File: src/rtl/rssi_frame_pkg.sv
// rtl/rssi_frame_pkg.sv - shared types and constants for the RSSI frame sequencer
package rssi_frame_pkg;

    typedef enum logic [1:0] {
        IDLE,
        START,
        WAIT,
        SEND
    } seq_state_t;

    localparam int FRAME_LEN = 6;

    // Byte positions inside the UART frame
    localparam logic [2:0] IDX_SYNC   = 3'd0;
    localparam logic [2:0] IDX_SEQ    = 3'd1;
    localparam logic [2:0] IDX_STATUS = 3'd2;
    localparam logic [2:0] IDX_DB_HI  = 3'd3;
    localparam logic [2:0] IDX_DB_LO  = 3'd4;
    localparam logic [2:0] IDX_CHK    = 3'(FRAME_LEN - 1);

    // STATUS byte bit positions
    localparam int ST_TIMEOUT = 0;
    localparam int ST_DROP    = 1;

endpackage

File: src/rtl/rssi_frame_sequencer_wait_timer.sv
// rtl/rssi_frame_sequencer_wait_timer.sv - result wait timer with one-cycle expiry flag
//
// Ports:
//   clk, rst     : clock, asynchronous active-high reset
//   clear_i      : synchronous clear of the count
//   enable_i     : count while high
//   expired_o    : high for the cycle in which the count sits at TERMINAL_COUNT-1
//                  while enabled
module wait_timer #(
    parameter int TERMINAL_COUNT = 2
) (
    input  logic clk,
    input  logic rst,
    input  logic clear_i,
    input  logic enable_i,
    output logic expired_o
);

    localparam int W = $clog2(TERMINAL_COUNT);

    logic [W-1:0] count_q;

    assign expired_o = enable_i && (count_q == W'(TERMINAL_COUNT - 1));

    // The count holds at the terminal value so it can never wrap if the
    // enable stays high for longer than expected.
    always_ff @(posedge clk or posedge rst) begin
        if (rst) begin
            count_q <= '0;
        end else if (clear_i) begin
            count_q <= '0;
        end else if (enable_i && !expired_o) begin
            count_q <= count_q + 1'b1;
        end
    end

endmodule

File: src/rtl/rssi_frame_sequencer.sv
// rtl/rssi_frame_sequencer.sv - measurement sequencer and 6-byte UART framer for dB power results
//
// Ports:
//   clk, rst          : 125 MHz clock, asynchronous active-high reset
//   enable_i          : run measurements back-to-back while high (sampled in IDLE)
//   goertzel_start_o  : one-cycle start pulse to the Goertzel power stage
//   db_i, db_valid_i  : dB result and its one-cycle qualifier
//   uart_data_o       : frame byte presented to the UART FIFO
//   uart_wr_en_o      : FIFO write strobe, one byte per high cycle
//   uart_fifo_full_i  : FIFO full backpressure
//   busy_o            : high whenever not IDLE
//   drop_cnt_o        : saturating count of results arriving outside WAIT
module rssi_frame_sequencer
    import rssi_frame_pkg::*;
#(
    parameter logic [7:0] SYNC_BYTE      = 8'hA5,
    parameter int         TIMEOUT_CYCLES = 1_000_000
) (
    input  logic        clk,
    input  logic        rst,
    input  logic        enable_i,
    output logic        goertzel_start_o,
    input  logic [15:0] db_i,
    input  logic        db_valid_i,
    output logic [7:0]  uart_data_o,
    output logic        uart_wr_en_o,
    input  logic        uart_fifo_full_i,
    output logic        busy_o,
    output logic [7:0]  drop_cnt_o
);

    seq_state_t  state;
    logic [2:0]  byte_idx;
    logic [7:0]  seq_q;
    logic [7:0]  chk_q;
    logic [15:0] db_q;
    logic        timeout_q;
    logic        drop_flag_q;
    logic        timer_expired;
    logic        drop;
    logic [7:0]  status_byte;
    logic [7:0]  frame_byte;

    wait_timer #(
        .TERMINAL_COUNT(TIMEOUT_CYCLES)
    ) u_wait_timer (
        .clk      (clk),
        .rst      (rst),
        .clear_i  (state == START),
        .enable_i (state == WAIT),
        .expired_o(timer_expired)
    );

    assign drop         = db_valid_i && (state != WAIT);
    assign uart_wr_en_o = (state == SEND) && !uart_fifo_full_i;
    assign uart_data_o  = (state == SEND) ? frame_byte : 8'h00;

    always_comb begin
        status_byte             = 8'h00;
        status_byte[ST_TIMEOUT] = timeout_q;
        status_byte[ST_DROP]    = drop_flag_q;
    end

    always_comb begin
        frame_byte = 8'h00;
        case (byte_idx)
            IDX_SYNC:   frame_byte = SYNC_BYTE;
            IDX_SEQ:    frame_byte = seq_q;
            IDX_STATUS: frame_byte = status_byte;
            IDX_DB_HI:  frame_byte = db_q[15:8];
            IDX_DB_LO:  frame_byte = db_q[7:0];
            IDX_CHK:    frame_byte = chk_q;
            default:    frame_byte = 8'h00;
        endcase
    end

    always_ff @(posedge clk or posedge rst) begin
        if (rst) begin
            state            <= IDLE;
            goertzel_start_o <= 1'b0;
            busy_o           <= 1'b0;
            drop_cnt_o       <= 8'h00;
            byte_idx         <= IDX_SYNC;
            seq_q            <= 8'h00;
            chk_q            <= 8'h00;
            db_q             <= 16'h0000;
            timeout_q        <= 1'b0;
            drop_flag_q      <= 1'b0;
        end else begin
            goertzel_start_o <= 1'b0;

            if (drop && (drop_cnt_o != 8'hFF)) begin
                drop_cnt_o <= drop_cnt_o + 8'd1;
            end

            // A drop coinciding with the STATUS write survives into the next frame.
            if (drop) begin
                drop_flag_q <= 1'b1;
            end else if (uart_wr_en_o && (byte_idx == IDX_STATUS)) begin
                drop_flag_q <= 1'b0;
            end

            case (state)
                IDLE: begin
                    if (enable_i) begin
                        state            <= START;
                        goertzel_start_o <= 1'b1;
                        busy_o           <= 1'b1;
                    end
                end

                START: begin
                    state    <= WAIT;
                    byte_idx <= IDX_SYNC;
                    chk_q    <= 8'h00;
                end

                WAIT: begin
                    // A result on the expiry cycle takes priority over the timeout.
                    if (db_valid_i) begin
                        db_q      <= db_i;
                        timeout_q <= 1'b0;
                        state     <= SEND;
                    end else if (timer_expired) begin
                        db_q      <= 16'h0000;
                        timeout_q <= 1'b1;
                        state     <= SEND;
                    end
                end

                SEND: begin
                    if (uart_wr_en_o) begin
                        if (byte_idx == IDX_CHK) begin
                            byte_idx <= IDX_SYNC;
                            seq_q    <= seq_q + 8'd1;
                            state    <= IDLE;
                            busy_o   <= 1'b0;
                        end else begin
                            byte_idx <= byte_idx + 3'd1;
                            // Checksum folds in the bytes as actually written.
                            if (byte_idx != IDX_SYNC) begin
                                chk_q <= chk_q ^ frame_byte;
                            end
                        end
                    end
                end

                default: begin
                    state <= IDLE;
                end
            endcase
        end
    end

endmodule

File: config.mk
export PLATFORM = sky130hd
export DESIGN_NAME = rssi_frame_sequencer
export DESIGN_NICKNAME = d
export VERILOG_FILES = /design/src/rtl/rssi_frame_pkg.sv /design/src/rtl/rssi_frame_sequencer_wait_timer.sv /design/src/rtl/rssi_frame_sequencer.sv
export SDC_FILE = /design/constraint.sdc
export NUM_CORES = 1
export LEC_CHECK = 0
export ABC_CLOCK_PERIOD_IN_PS = 2150
export CORE_MARGIN = 1
export CORE_UTILIZATION = 51
export DETAILED_ROUTE_END_ITERATION = 8
export PLACE_DENSITY = 0.82
export SYNTH_ARGS = -nofsm -noshare
export SYNTH_HDL_FRONTEND = slang
export SYNTH_SLANG_ARGS = --single-unit
File: constraint.sdc
create_clock -name clk -period 2.15 [get_ports clk]
set_input_delay 0.3225 -clock clk [delete_from_list [all_inputs] [get_ports clk]]
set_output_delay 0.3225 -clock clk [all_outputs]
set_load 0.01 [all_outputs]
==> metrics.md, run 1 <==
| Metric | Value |
|---|---|
| Pins Over Slew Limit | 0 |
| DRC | 0 |
| Syn Inst Count | 345 |
| Synth area leader | dfrtp_1 |
| Static leakage | 2.11 nW |
| Yosys warns | 0 |
| Clock Skews | 0.00776 ns |
| Cts bufs inserted | 9 |
| Die ar. | 7280 um^2 |
| Final setup fails | 3 |
| CP Data Arrival Time | 2.45 ns |
| CTS Sinks | 69 |
| Top-area cell type share of the netlist area | 48.8% |
| Synth Cell Area | 3540 um^2 |
| Distinct cells, synth | 53 |
| I/O pin count | 40 |
| Final critical-path required period | 2.21 ns |
| Setup crit end kind | flop |
| Synth area leaders | dfrtp_1 (49%), xnor2_1 (5.4%), a22o_1 (4.5%) |
| Clk pin slew, worst setup/hold paths | 0.08 ns |
| Reg-to-reg slack, setup | -0.06 ns |
| Power per Cell Area | 1130 nW/um^2 |
| Critical path fanouts, max | 4 |
| Mean Syn Cell Area | 10.3 um^2 |
| Num rows | 29 |
| DP HPWL | 5490 um |
| Maximum vdd drop | 0.813 mV |
| First DRT Iteration DRCs | 280 |
| Routed wire length | 9110 um |
| Pre-CTS setup slack | -0.154 ns |
| Max Cap Viol | 0 |
| Post-synthesis register bit count | 69 |
| Clk_lat worst skew | 0.35 ns |
| Crit path launch type | flop |
| Wire per inst | 17.8 um |
| Routability Congestion | 0.902 |
| Total GRT Usage | 24.9% |
| N_diodes | 0 |
| PortBufs | 39 |
| First-pass GRT wire length | 13,900 um |
| Layout Nets | 459 |
| Final WS setup | -0.0620 ns |
| Design Power | 0.00531 W |
| Pre-antenna DRT Iters | 5 |
| Normalized max-slew margin | 51.9% |
| Final ANT Viol Nets | 0 |
| Vias | 3,093 |
| Die W | 85.3 um |
| Largest net degree at the start of global routing | 70 |
| Max Clk Rate | 0.452 GHz |
| Syn_nets | 374 |
| Share of post-route cells with drive strength above 1 | 24.6% |
| Seq/Total Area, Yosys | 48.8% |
| Status | finished, violations left |
| Post-CTS Hold Buffers | 0 |
| Placed cells | 484 |
| Number of global-route vias before repair | 2,926 |
| Area Overhead vs Synth | 33.0% |
| H-tree depth | 3 |
| Core area | 6530 um^2 |
| Fin cells | 512 |
| Grt ovf | 0 |
| Critical path class | reg -> reg |
| Worst-Margin Slew | 0.717 ns |
| Vias per inst | 6.04 |
| Clock root buffer | clkbuf_8 |
| Async S/R FF share, synth | 100% |
| Dominant synthesized flop cell | dfrtp_1 |
| Final hold violations | 0 |
| Period utilisation layout | 103% |
| Number of synthesized flops with an enable pin | 0 |
| Failing checks | negative setup slack |
| RSZ-0062 raised after global routing | true |
| Initial Util | 54.2% |
| Chip height | 85.3 um |
| CTS max path bufs | 2 |
| Data required time of the worst path | 2.38 ns |
| Antenna violations before repair | 0 |
| Hold Crit Class | in -> async |
| CTS tree | built |
| Fillers | 433 |
power breakdown:
| group | internal (W) | switching [W] |
|---|---|---|
| clock network | 0.000562 | 0.000505 |
| logic | 0.00119 | 0.00113 |
| registers | 0.00161 | 0.000322 |
layout by cell type, fill, tap and decap left out, types with 5 or more instances in the layout:
master,count
a21oi_1,7
a22o_1,18
and2_1,6
and4_1,5
buf_2,5
buf_4,44
buf_6,5
clkbuf_8,10
clkdlybuf4s50_1,30
dfrtp_1,67
ha_1,5
inv_1,12
mux2i_1,8
nand2_1,29
nand3_1,10
nand4_1,10
nor2_1,25
nor2b_1,10
nor3_1,9
o21ai_0,11
xnor2_1,22
xor2_1,9
critical path: stages (launching register included):
cell	delay, ns
dfrtp_1	0.41
or4b_4	0.53
nor4_4	0.33
and4_4	0.34
o221ai_4	0.13
mux2_4	0.34
metal layers:
| metal | part of all wire (%) | track usage [%] | vias up |
|---|---|---|---|
| li1 | - | - | 1392 |
| met1 | 44 | 34.3 | 1551 |
| met2 | 48 | 39.4 | 124 |
| met3 | 5.4 | 4.18 | 26 |
| met4 | 2.6 | 10.2 | 0 |
| met5 | 0 | 0 | - |
metrics by stage:
| step | area (um^2) | hold WS, ns | setup TNS [ns] | util, % |
|---|---|---|---|---|
| 2_1_floorplan | 3540 | 0.446 | 0 | - |
| 3_3_place_gp | 4250 | 0.473 | -0.225 | 65.1 |
| 3_5_place_dp | 4250 | 0.475 | -1.36 | 65.1 |
| 4_1_cts | 4550 | 0.381 | -0.0314 | 69.7 |
| 5_1_grt | 4710 | 0.420 | -0.424 | 72.0 |
| 6_report | 4710 | 0.354 | -0.0993 | 72.0 |
cells in the mapped netlist (2+ instances only):
cell type and n:
dfrtp_1 69, nand2_1 30, nor2_1 27, xnor2_1 22
a22o_1 18, inv_1 15, o21ai_0 11, clkbuf_1 10
nand3_1 10, nand4_1 10, nor2b_1 10, nor3_1 10
xor2_1 10, mux2i_1 9, a21oi_1 8, ha_1 8
and2_1 7, and4_1 6, nand2b_1 5, o211ai_1 4
o31ai_1 4, or3_1 4, and3_1 3, buf_1 2
o221a_2 2, o221ai_1 2, or2_2 2, or4bb_1 2
cell families (layout without fill, tap and decap cells):
group           after synthesis  in the layout  share of synthesized area, %
xor+xnor                     32             32                          7.92
buf+inv                      30            120                          3.54
simple gates                134            134                          20.7
flops                        69             69                          48.8
mux                          11             11                          3.29
compound gates               61             61                          12.9
fa+ha+maj                     8              8                          2.83
worst paths after layout:
check / from / to / cells past startpoint
worst min register to register: chk_q[0] / chk_q[0] / 1
min in group clk: chk_q[0] / chk_q[0] / 1
worst max-delay path: u_wait_timer.count_q[10] / state[1] / 5
worst max register to register: u_wait_timer.count_q[10] / state[1] / 5
worst min-delay path: rst / u_wait_timer.count_q[8] / 3
max in group asynchronous: rst / byte_idx[1] / 3
cell type report:
class | instances | area [um^2] | area share [%]
multi-input combinational | 246 | 1850 | 39.4
inverter | 15 | 56.3 | 1.20
sequential | 69 | 1730 | 36.7
clock buffer | 10 | 138 | 2.92
tap | 77 | 96.3 | 2.05
timing repair buffer | 89 | 772 | 16.4
clock inverter | 6 | 62.6 | 1.33
state kept, by name, indices dropped and copies added, names as in the netlist:
name	count
u_wait_timer.count_q	20
db_q	16
chk_q	8
drop_cnt_o	8
seq_q	8
byte_idx	3
state	2
busy_o	1
drop_flag_q	1
goertzel_start_o	1
timeout_q	1
what timing repair did:
item | CTS | global route
endpoints found under the setup margin | 26 | 31
buffers inserted | 9 | 5
resized for setup | 44 | 26
endpoints found under the hold margin | 0 | 0
pin swaps | 8 | 12
Power figures use the tool's default switching activity.
==> inputs of run 2 (changes only) <==
CTS_CLUSTER_SIZE = 14   (was not set)
==> results of run 2 <==
Final layout, timing and power as in run 1 (identical DEF).
